File: src/rtl/mem_port_arbiter.sv
// Arbiter sharing one SRAM-style request port between the IFU (read) and LSU (read/write).
// Define RR_ARB_EN for IF/LS round-robin; otherwise fixed priority LS_WR > LS_RD > IF_RD.
module mem_port_arbiter #(
    parameter int AW = 64,
    parameter int DW = 64
) (
    input  logic            clk,
    input  logic            rst_n,
    input  logic            if_rreq,
    input  logic [AW-1:0]   if_raddr,
    output logic [DW-1:0]   if_rdata,
    output logic            if_ack,
    input  logic            ls_rreq,
    input  logic [AW-1:0]   ls_raddr,
    input  logic            ls_wreq,
    input  logic [AW-1:0]   ls_waddr,
    input  logic [DW-1:0]   ls_wdata,
    input  logic [DW/8-1:0] ls_wmask,
    output logic [DW-1:0]   ls_rdata,
    output logic            ls_ack,
    output logic            dn_rreq,
    output logic [AW-1:0]   dn_raddr,
    output logic            dn_wreq,
    output logic [AW-1:0]   dn_waddr,
    output logic [DW-1:0]   dn_wdata,
    output logic [DW/8-1:0] dn_wmask,
    input  logic [DW-1:0]   dn_rdata,
    input  logic            dn_rack,
    input  logic            dn_wack,
    output logic            busy,
    output logic            proto_err
);
    typedef enum logic [1:0] {IDLE, ISSUE, WAIT, DONE} state_t;
    typedef enum logic [1:0] {G_IF, G_LR, G_LW} grant_t;

    state_t state, state_nxt;
    grant_t gnt, sel;

    logic            if_pend, lr_pend, lw_pend;
    logic [AW-1:0]   if_addr_q, lr_addr_q, lw_addr_q;
    logic [DW-1:0]   lw_data_q;
    logic [DW/8-1:0] lw_mask_q;

    logic dn_done, any_pend;
    logic clr_if, clr_lr, clr_lw;
    logic drop_if, drop_lr, drop_lw;

    // Only the ack type matching the current grant completes it; the other is ignored.
    assign dn_done  = (state == ISSUE || state == WAIT) &&
                      ((gnt == G_LW) ? dn_wack : dn_rack);
    assign any_pend = if_pend | lr_pend | lw_pend;

    assign clr_if = dn_done && (gnt == G_IF);
    assign clr_lr = dn_done && (gnt == G_LR);
    assign clr_lw = dn_done && (gnt == G_LW);

    // A slot being freed this cycle may accept a fresh request without error.
    assign drop_if = if_rreq && if_pend && !clr_if;
    assign drop_lr = ls_rreq && lr_pend && !clr_lr;
    assign drop_lw = ls_wreq && lw_pend && !clr_lw;

    always_ff @(posedge clk or negedge rst_n) begin
        if (!rst_n) begin
            if_pend   <= 1'b0;
            lr_pend   <= 1'b0;
            lw_pend   <= 1'b0;
            if_addr_q <= '0;
            lr_addr_q <= '0;
            lw_addr_q <= '0;
            lw_data_q <= '0;
            lw_mask_q <= '0;
            proto_err <= 1'b0;
        end else begin
            if (clr_if) if_pend <= 1'b0;
            if (clr_lr) lr_pend <= 1'b0;
            if (clr_lw) lw_pend <= 1'b0;
            if (if_rreq && !drop_if) begin
                if_pend   <= 1'b1;
                if_addr_q <= if_raddr;
            end
            if (ls_rreq && !drop_lr) begin
                lr_pend   <= 1'b1;
                lr_addr_q <= ls_raddr;
            end
            if (ls_wreq && !drop_lw) begin
                lw_pend   <= 1'b1;
                lw_addr_q <= ls_waddr;
                lw_data_q <= ls_wdata;
                lw_mask_q <= ls_wmask;
            end
            if (drop_if || drop_lr || drop_lw) proto_err <= 1'b1;
        end
    end

`ifdef RR_ARB_EN
    logic last_owner;  // 0: IF group served last, 1: LS group

    always_ff @(posedge clk or negedge rst_n) begin
        if (!rst_n)
            last_owner <= 1'b0;
        else if (state == DONE)
            last_owner <= (gnt != G_IF);
    end

    always_comb begin
        sel = G_IF;
        if ((lw_pend || lr_pend) && (!if_pend || !last_owner))
            sel = lw_pend ? G_LW : G_LR;
    end
`else
    always_comb begin
        sel = G_IF;
        if (lw_pend)
            sel = G_LW;
        else if (lr_pend)
            sel = G_LR;
    end
`endif

    always_comb begin
        state_nxt = state;
        case (state)
            IDLE:    if (any_pend) state_nxt = ISSUE;
            ISSUE:   state_nxt = dn_done ? DONE : WAIT;
            WAIT:    if (dn_done) state_nxt = DONE;
            DONE:    state_nxt = IDLE;
            default: state_nxt = IDLE;
        endcase
    end

    always_ff @(posedge clk or negedge rst_n) begin
        if (!rst_n) begin
            state    <= IDLE;
            gnt      <= G_IF;
            dn_raddr <= '0;
            dn_waddr <= '0;
            dn_wdata <= '0;
            dn_wmask <= '0;
            if_rdata <= '0;
            ls_rdata <= '0;
        end else begin
            state <= state_nxt;
            if (state == IDLE && any_pend) begin
                gnt <= sel;
                case (sel)
                    G_LW: begin
                        dn_waddr <= lw_addr_q;
                        dn_wdata <= lw_data_q;
                        dn_wmask <= lw_mask_q;
                    end
                    G_LR:    dn_raddr <= lr_addr_q;
                    default: dn_raddr <= if_addr_q;
                endcase
            end
            if (clr_if) if_rdata <= dn_rdata;
            if (clr_lr) ls_rdata <= dn_rdata;
        end
    end

    assign dn_rreq = (state == ISSUE) && (gnt != G_LW);
    assign dn_wreq = (state == ISSUE) && (gnt == G_LW);
    assign busy    = (state == ISSUE) || (state == WAIT);
    assign if_ack  = (state == DONE) && (gnt == G_IF);
    assign ls_ack  = (state == DONE) && (gnt != G_IF);

endmodule

File: config.mk
export PLATFORM = sky130hd
export DESIGN_NAME = mem_port_arbiter
export DESIGN_NICKNAME = d
export VERILOG_FILES = /design/src/rtl/mem_port_arbiter.sv
export SDC_FILE = /design/constraint.sdc
export NUM_CORES = 1
export LEC_CHECK = 0
export ABC_AREA = 1
export CAP_MARGIN = 25
export CORE_MARGIN = 3
export CORE_UTILIZATION = 30
export DETAILED_ROUTE_END_ITERATION = 16
export GPL_ROUTABILITY_DRIVEN = 0
export SYNTH_ARGS = -nofsm -noshare
export SYNTH_HDL_FRONTEND = slang
export SYNTH_SLANG_ARGS = --single-unit
File: constraint.sdc
create_clock -name clk -period 2 [get_ports clk]
set_input_delay 0.4 -clock clk [delete_from_list [all_inputs] [get_ports clk]]
set_output_delay 0.4 -clock clk [all_outputs]
set_load 0.005 [all_outputs]
==> flow_metrics.py, run 1 <==
metrics = {
    "run_status": {
        "outcome": "finished clean",
    },
    "timing": {
        "hold_viol": 0,
        "setup-violations-final": 0,
        "drv_slew": 0,
        "rsz0062_at_grt": "true",
        "relSlewSlack_pct": 52.24,
        "final.period_utilization_pct": 98.80,
        "fmax_mhz": 506.1,
        "skew_ns": 0.03377,
        "post-route-min-period_ns": 1.976,
        "hold_ws_ns": 0.2509,
        "worst_pin_slew_ns": 0.7165,
    },
    "logic_synthesis": {
        "ys_warn_count": 0,
        "ys_types": 25,
        "synth_fa_ha_area_share_pct": 0.2654,
        "syn_nets": 2806,
        "synth_top_family_by_area": "simple AND/OR/NAND/NOR gates",
        "synth_area_um2": 23570,
        "synth-seq-cells": 600,
        "synth-compound-area-share_pct": 11.97,
        "synthMuxAreaShare_pct": 0,
        "synthCells": 2466,
        "yosys.area_share.xor_xnor_pct": 0,
        "syn-mean-instance-area_um2": 9.558,
        "ys_seq_area_share_pct": 63.70,
        "synthSimpleGateAreaFrac_pct": 16.81,
    },
    "global_route": {
        "grtUsageTotal_pct": 18.37,
        "grt_pass1_vias": 19310,
        "grt_antenna_before_repair": 15,
        "grt_max_degree": 101,
        "grt-ovfl-total": 0,
        "grt_pass1_wl_um": 117600,
    },
    "worst_setup_path": {
        "r2r_start": "state[1]$_DFFE_PN0P_",
        "cp-end-kind": "output pin",
        "crit_end": "dn_rreq",
        "path_class": "register to output pin",
        "rrSetupSlack_ns": 0.11,
        "rr_worst_depth": 8,
        "start_kind": "register",
        "timing.rr.end": "if_rdata[9]$_DFFE_PN0P_",
        "arrival_ns": 1.58,
        "required_ns": 1.60,
        "cp-startpoint": "state[1]$_DFFE_PN0P_",
        "critPathMaxFanout": 2,
    },
    "floorplan": {
        "dieWidth_um": 286.3,
        "rows": 102,
        "core-area_um2": 77590,
        "die_h_um": 286.3,
        "die_area_um2": 81970,
        "io_pins": 669,
        "start_util_pct": 30.38,
    },
    "detailed_routing": {
        "postRouteAntennaNets": 0,
        "routed_wirelength_um": 77550,
        "post-route-drc-count": 0,
        "viasPerCell": 4.521,
        "vias": 19280,
        "drt_pass1_iterations": 5,
        "wl_per_cell_um": 18.19,
        "drt_iter0_markers": 1148,
    },
    "clocking": {
        "cts-htree-levels": 3,
        "insertion_delay_ns": 0.61,
        "clockBufferDepth": 3,
        "cts.sinks": 600,
        "numCtsBuffers": 69,
        "cts.clk_slew.worst_paths_ns": 0.06,
        "root_buffer": "clkbuf_16",
        "cts_tree": "built",
    },
    "placed_design": {
        "dpl_cell_area_um2": 32000,
        "io_buffers": 668,
        "dp_hpwl_um": 54860,
    },
    "power": {
        "power_density_nw_per_um2": 1632,
        "finalPower_uw": 56470,
        "leakagePower_uw": 0.01659,
        "max-vdd-ir-drop_uv": 737.8,
    },
    "run": {
        "cap_violations": 0,
    },
    "finish": {
        "area_growth_pct": 46.79,
        "num-nets-final": 3509,
        "fin_area_um2": 34600,
        "final_core_util_pct": 44.59,
        "drive_above_1_share_pct": 9.325,
    },
    "worst_hold_path": {
        "worst_hold_path_type": "input port to register",
    },
}
## worst max-delay path, cell delays in order (launching register included)
cell and delay (ns):
dfrtp_1 0.40, inv_2 0.09, buf_6 0.11, ha_4 0.12
inv_2 0.03, nor2_1 0.09, buf_2 0.15
## area by class of cell
cell class	instances	area, um^2
antenna	6	15.01
clock buffer	98	1946
clock inverter	21	362.8
fill	7480	43000
inverter	210	790.8
multi-input combinational	1494	6984
sequential	600	15020
tap	1040	1301
timing repair buffer	794	8184
## kinds of logic after synthesis
kind of cell    after synthesis
simple gates                957
flops                       600
compound gates              531
buf+inv                     373
fa+ha+maj                     5
## cells in the mapped netlist, drive strengths merged
cell type | instances | area share (%)
clkbuf | 63 | 1.0
or2 | 64 | 1.7
o21ai | 329 | 7.0
buf | 100 | 2.9
inv | 210 | 3.3
o211ai | 65 | 2.1
dfrtp | 600 | 64
nand4 | 3 | 0.13
a31oi | 1 | 0.027
nor2 | 144 | 2.3
a21oi | 136 | 2.9
nand3 | 137 | 3.0
nand2 | 608 | 9.7
ha | 5 | 0.27
nor3 | 1 | 0.021
## stage by stage
stage / setup WS (ns) / cells / setup TNS (ns)
2_1_floorplan: 0.3061 / 2466 / 0
3_3_place_gp: -0.09751 / 4125 / -7.204
3_5_place_dp: -0.09919 / 4125 / -16.25
4_1_cts: -0.02580 / 4250 / -0.05291
5_1_grt: -0.05459 / 4262 / -0.1581
6_report: 0.02404 / 4263 / 0
## placed cells by master (no fill, tap or decap), types with 30 or more instances in the layout
cell type        netlist  routed
a21oi_1              136     136
buf_12                 0      36
buf_4                 30      78
clkbuf_16              0      72
clkdlybuf4s50_1        0     643
dfrtp_1              600     599
inv_1                206     202
nand2_1              606     597
nand3_1              135     135
nor2_1               143     141
o211ai_1              65      65
o21ai_0              221     221
o21ai_1              108     108
or2_1                 30      30
or2_2                 34      34
## worst min path at each step
stage	cells past startpoint	slack, ns	end	from
after global placement	1	0.32	if_addr_q[52]$_DFFE_PN0P_	rst_n
after floorplan	0	0.10	dn_raddr[0]$_DFFE_PN0P_	rst_n
after global routing	3	0.22	lr_addr_q[41]$_DFFE_PN0P_	ls_rreq
after CTS	3	0.18	lr_addr_q[41]$_DFFE_PN0P_	ls_rreq
after detailed placement	1	0.32	if_addr_q[50]$_DFFE_PN0P_	rst_n
final	3	0.25	lr_addr_q[41]$_DFFE_PN0P_	ls_rreq
## registers in the layout, summed over array words and instances (netlist names), 2 cells and up
name	cells
ls_rdata	64
lw_data_q	64
lw_mask_q	8
if_addr_q	64
dn_wdata	64
dn_waddr	64
if_rdata	64
dn_raddr	64
state	2
lr_addr_q	64
gnt	2
dn_wmask	8
lw_addr_q	64
## where the power goes
part	switching [uW]	internal [uW]	leakage [uW]	total, uW
sequential	2760	18000	0.00722	20700
combinational	11600	11400	0.00825	23000
clock	5260	7520	0.00112	12800
total	19600	36900	0.0166	56500
## per-layer routing
| layer | global-route usage, % | part of all wire, % |
|---|---|---|
| met1 | 23.26 | 41 |
| met2 | 30.20 | 48 |
| met3 | 5.195 | 7.3 |
| met4 | 6.282 | 2.7 |
| met5 | 0 | 0.14 |
## repair_timing
item                       in CTS  in global routing
gates resized for setup        52                 17
hold endpoints to repair       27                  0
cloned                          1                  3
hold buffers                    1                  0
pin swaps                       5                  3
buffers inserted                4                  4
setup endpoints to repair      27                 95
No activity file was read; power rests on OpenSTA's default activity.
==> run 2: changes to the inputs <==
- clock period: 2 -> 2.5 ns (I/O delays scaled with it)
==> run 2 against run 1 <==
  * Non-clock buffer count is 57 lower
  * Wire length decreased by 1.5%
  * Sequential share of layout area up 0.97 points
  * Critical path depth decreased by 1
  * Final cell count is 1.3% lower
  * Flip-flop and latch count did not move
  * Global-route usage is essentially flat
  * Sequential power fell by 20%
  * Clock power down 23%
  * Die area unchanged
  * Setup slack improved by 0.10 ns
==> flow_metrics.py, run 2 (same netlist as run 1, synthesis figures left out) <==
metrics = {
    "timing": {
        "setup-violations-final": 0,
        "relSlewSlack_pct": 39.70,
        "fmax_mhz": 420.8,
        "drv_slew": 0,
        "hold_ws_ns": 0.3970,
        "tns_ns": 0,
        "skew_ns": 0.03510,
        "rsz0062_at_grt": "false",
        "post-route-min-period_ns": 2.376,
        "hold_viol": 0,
        "final.period_utilization_pct": 95.05,
        "worst_pin_slew_ns": 0.9045,
    },
    "floorplan": {
        "dieWidth_um": 286.3,
        "die_h_um": 286.3,
        "core-area_um2": 77590,
        "start_util_pct": 30.38,
        "die_area_um2": 81970,
        "rows": 102,
        "io_pins": 669,
    },
    "detailed_routing": {
        "routed_wirelength_um": 76410,
        "drt_pass1_iterations": 5,
        "postRouteAntennaNets": 0,
        "vias": 18930,
        "viasPerCell": 4.500,
        "wl_per_cell_um": 18.16,
        "drt_iter0_markers": 1178,
        "post-route-drc-count": 0,
    },
    "worst_setup_path": {
        "rrSetupSlack_ns": 0.52,
        "cp-end-kind": "output pin",
        "path_class": "register to output pin",
        "start_kind": "register",
        "arrival_ns": 1.88,
        "required_ns": 2.00,
        "critPathMaxFanout": 4,
    },
    "finish": {
        "num-nets-final": 3450,
        "layout_commonest_cell": "clkdlybuf4s50_1",
        "area_growth_pct": 43.60,
        "drive_above_1_share_pct": 7.095,
        "mostFrequentLayoutCells": "clkdlybuf4s50_1 (660), dfrtp_1 (599), nand2_1 (598)",
    },
    "worst_hold_path": {
        "worst_hold_path_type": "input port to register",
    },
    "power": {
        "power_density_nw_per_um2": 1294,
        "leakagePower_uw": 0.01611,
        "max-vdd-ir-drop_uv": 971.3,
    },
    "clocking": {
        "root_buffer": "clkbuf_16",
        "insertion_delay_ns": 0.61,
        "numCtsBuffers": 68,
        "cts.clk_slew.worst_paths_ns": 0.06,
        "cts.sinks": 600,
        "clockBufferDepth": 3,
        "cts_tree": "built",
        "cts-htree-levels": 3,
    },
    "placed_design": {
        "io_buffers": 668,
        "dp_hpwl_um": 53820,
    },
    "run": {
        "cap_violations": 0,
    },
    "global_route": {
        "grtUsageTotal_pct": 18.33,
        "grt_antenna_before_repair": 17,
        "grt-ovfl-total": 0,
        "grt_pass1_wl_um": 117000,
        "grt_pass1_vias": 19030,
        "grt_max_degree": 130,
    },
    "run_status": {
        "outcome": "finished clean",
    },
}
run 2: final timing paths:
| path | from | end | depth (start not counted) |
|---|---|---|---|
| min in group asynchronous | rst_n | lr_addr_q[58]$_DFFE_PN0P_ | 2 |
| worst min-delay path | ls_rreq | lr_addr_q[3]$_DFFE_PN0P_ | 3 |
| worst max-delay path | state[1]$_DFFE_PN0P_ | dn_rreq | 5 |
| max in group asynchronous | rst_n | dn_waddr[36]$_DFFE_PN0P_ | 3 |
| worst min register to register | if_addr_q[63]$_DFFE_PN0P_ | if_addr_q[63]$_DFFE_PN0P_ | 2 |
| worst max register to register | state[0]$_DFFE_PN0P_ | lw_mask_q[7]$_DFFE_PN0P_ | 8 |
run 2: layout make-up:
cell class | instances | area (um^2)
sequential | 600 | 15020
timing repair buffer | 737 | 7584
clock buffer | 99 | 1938
fill | 7547 | 43750
multi-input combinational | 1493 | 6912
tap | 1040 | 1301
clock inverter | 18 | 280.3
antenna | 11 | 27.53
inverter | 210 | 788.3
run 2: metrics by stage:
stage | power [uW] | setup slack (ns) | instances | instance area, um^2 | utilization [%]
floorplan | 24740 | 0.8061 | 2466 | 23570 | -
global placement | 33880 | 0.3317 | 4079 | 31580 | 40.70
detailed placement | 34270 | 0.3010 | 4079 | 31580 | 40.70
CTS | 44420 | 0.02001 | 4197 | 33810 | 43.57
global route | 47040 | 0.03235 | 4207 | 33840 | 43.62
finish | 43790 | 0.1237 | 4208 | 33850 | 43.62
run 2: metal layers:
layer	vias up	global-route usage, %	wire length, um	share of wire [%]
met5	-	0	54	0.071
met4	10	7.433	2410	3.2
met3	128	4.702	5232	6.8
met2	591	29.75	36460	48
met1	8997	23.37	32250	42
li1	9208	-	-	-
run 2: worst max-delay path, cell delays in order, from the launching register on:
cell	delay, ns
dfrtp_1	0.42
inv_1	0.17
ha_1	0.20
inv_1	0.06
nor2_1	0.13
dlygate4sd2_1	0.30
run 2: repair_timing:
action / CTS / global route
hold buffers: 1 / 0
endpoints found under the setup margin: 5 / 1
gates resized for setup: 6 / 1
hold endpoints to repair: 24 / 0
buffers inserted: 0 / 0
run 2: report_power, final:
part | switching, uW | internal (uW) | total [uW]
sequential | 2250 | 14400 | 16600
clock | 4200 | 5670 | 9880
combinational | 8890 | 8400 | 17300
==> run 3: changes to the inputs <==
- CORE_AREA: not set -> 3 3 262 264
- CORE_MARGIN: 3 -> not set
- CORE_UTILIZATION: 30 -> not set
- DIE_AREA: not set -> 0 0 265 267
- GPL_TIMING_DRIVEN: not set -> 0
==> run 3 against run 2 <==
  * Count of clock-buffer cells in the layout decreased by 14
  * Largest power group unchanged
  * Sequential power about the same
  * Register-to-register slack got worse by 0.24 ns
  * Critical endpoint is now if_ack
==> flow_metrics.py, run 3 (same netlist as run 1, synthesis figures left out) <==
metrics = {
    "detailed_routing": {
        "drt_iter0_markers": 1694,
        "routed_wirelength_um": 86620,
        "post-route-drc-count": 0,
        "postRouteAntennaNets": 0,
        "vias": 20160,
        "drt_pass1_iterations": 6,
        "viasPerCell": 4.883,
        "wl_per_cell_um": 20.98,
    },
    "timing": {
        "post-route-min-period_ns": 2.280,
        "hold_viol": 0,
        "relSlewSlack_pct": 38.37,
        "setup-violations-final": 0,
        "fmax_mhz": 438.6,
        "rsz0062_at_grt": "false",
        "drv_slew": 0,
        "hold_ws_ns": 0.3224,
        "skew_ns": 0.01721,
        "final.period_utilization_pct": 91.21,
        "worst_pin_slew_ns": 0.9244,
    },
    "run_status": {
        "outcome": "finished clean",
    },
    "power": {
        "finalPower_uw": 44260,
        "clock_power_share_pct": 21.2,
        "p_sw_share_pct": 36.08,
        "power_density_nw_per_um2": 1318,
        "switchingPower_uw": 15970,
        "seq_power_share_pct": 38.0,
        "combPwrFrac_pct": 40.8,
        "cell_internal_pwr_uw": 28290,
        "leakagePower_uw": 0.01614,
        "max-vdd-ir-drop_uv": 601.4,
    },
    "finish": {
        "mostFrequentLayoutCells": "clkdlybuf4s50_1 (662), nand2_1 (606), dfrtp_1 (600)",
        "area_growth_pct": 42.48,
        "drive_above_1_share_pct": 7.938,
        "num-nets-final": 3542,
        "fillerInstances": 6086,
        "layout_commonest_cell": "clkdlybuf4s50_1",
        "fin_area_um2": 33580,
    },
    "global_route": {
        "grt_max_degree": 126,
        "grt_pass1_wl_um": 128900,
        "grtUsageTotal_pct": 23.88,
        "grt-ovfl-total": 0,
        "grt_antenna_before_repair": 20,
        "grt_pass1_vias": 20390,
    },
    "placed_design": {
        "dpl_cell_area_um2": 31490,
        "dp_hpwl_um": 67160,
        "io_buffers": 668,
    },
    "floorplan": {
        "rows": 95,
        "core-area_um2": 66800,
        "io_pins": 669,
        "die_area_um2": 70760,
        "start_util_pct": 35.28,
        "die_h_um": 267,
        "dieWidth_um": 265,
    },
    "worst_setup_path": {
        "path_class": "register to output pin",
        "timing.rr.end": "if_addr_q[12]$_DFFE_PN0P_",
        "rrSetupSlack_ns": 0.28,
        "r2r_start": "state[0]$_DFFE_PN0P_",
        "cp-end-kind": "output pin",
        "arrival_ns": 1.78,
        "rr_worst_depth": 8,
        "required_ns": 2.00,
        "critPathMaxFanout": 5,
        "start_kind": "register",
    },
    "clocking": {
        "numCtsBuffers": 61,
        "clockBufferDepth": 3,
        "insertion_delay_ns": 0.61,
        "cts.clk_slew.worst_paths_ns": 0.06,
        "root_buffer": "clkbuf_16",
        "cts.sinks": 600,
        "cts-htree-levels": 2,
        "cts_tree": "built",
    },
    "worst_hold_path": {
        "worst_hold_path_type": "input port to asynchronous set/reset pin",
    },
    "run": {
        "cap_violations": 0,
    },
}
## run 3: what timing repair did
| action | 4_1_cts | 5_1_grt |
|---|---|---|
| hold buffers | 1 | 0 |
| endpoints found under the hold margin | 18 | 0 |
| endpoints found under the setup margin | 5 | 24 |
| gates cloned | 0 | 0 |
| gates resized for setup | 8 | 8 |
| setup buffers | 0 | 0 |
## run 3: final cells by class
class | count | area, um^2 | share of cell area [%]
inverters | 210 | 788.3 | 2.347
clock buffers | 85 | 1808 | 5.384
flip-flops and latches | 600 | 15010 | 44.71
well taps | 873 | 1092 | 3.252
repair buffers | 674 | 6822 | 20.31
clock inverters | 26 | 276.5 | 0.8234
multi-input cells | 1493 | 6849 | 20.39
diodes | 6 | 15.01 | 0.04471
plain buffers | 162 | 918.4 | 2.735
## run 3: how the worst max path moves through the flow
stage | depth (start not counted) | slack (ns) | to | from
2_1_floorplan | 9 | 0.81 | lr_addr_q[14]$_DFFE_PN0P_ | state[0]$_DFFE_PN0P_
3_3_place_gp | 1 | -25.29 | dn_waddr[57]$_DFFE_PN0P_ | rst_n
3_5_place_dp | 5 | -0.06 | if_addr_q[4]$_DFFE_PN0P_ | if_rreq
4_1_cts | 5 | 0.03 | dn_rreq | state[1]$_DFFE_PN0P_
5_1_grt | 7 | 0.04 | if_addr_q[4]$_DFFE_PN0P_ | state[0]$_DFFE_PN0P_
6_report | 4 | 0.22 | if_ack | state[0]$_DFFE_PN0P_
## run 3: through the flow
step | std cells | worst slack [ns] | util, % | setup TNS, ns
2_1_floorplan | 2466 | 0.8061 | - | 0
3_3_place_gp | 4007 | -25.29 | 46.93 | -
3_5_place_dp | 4012 | -0.05740 | 47.14 | -0.05902
4_1_cts | 4124 | 0.03011 | 50.28 | 0
5_1_grt | 4128 | 0.03880 | 50.27 | 0
6_report | 4129 | 0.2199 | 50.27 | 0
## run 3: power groups by stage
stage	sequential (uW)	combinational (uW)	clock, uW
2_1_floorplan	16500	8220	0
4_1_cts	16800	18300	9640
3_3_place_gp	16900	17900	0
3_5_place_dp	16900	18300	0
6_report	16800	18100	9400
5_1_grt	17300	20100	10000
## run 3: routing by layer
| metal | routed length (um) | track usage, % | part of all wire (%) | vias up |
|---|---|---|---|---|
| met3 | 7647 | 7.863 | 8.8 | 161 |
| met1 | 34770 | 29.62 | 40 | 9872 |
| met2 | 42080 | 40.30 | 49 | 704 |
| li1 | - | - | - | 9396 |
| met5 | 161 | 0 | 0.19 | - |
| met4 | 1960 | 6.214 | 2.3 | 28 |
## run 3: critical path, cell delays in order, from the launching register on
cell	delay, ns
dfrtp_1	0.42
ha_1	0.17
inv_1	0.05
nor3_1	0.14
dlygate4sd2_1	0.39
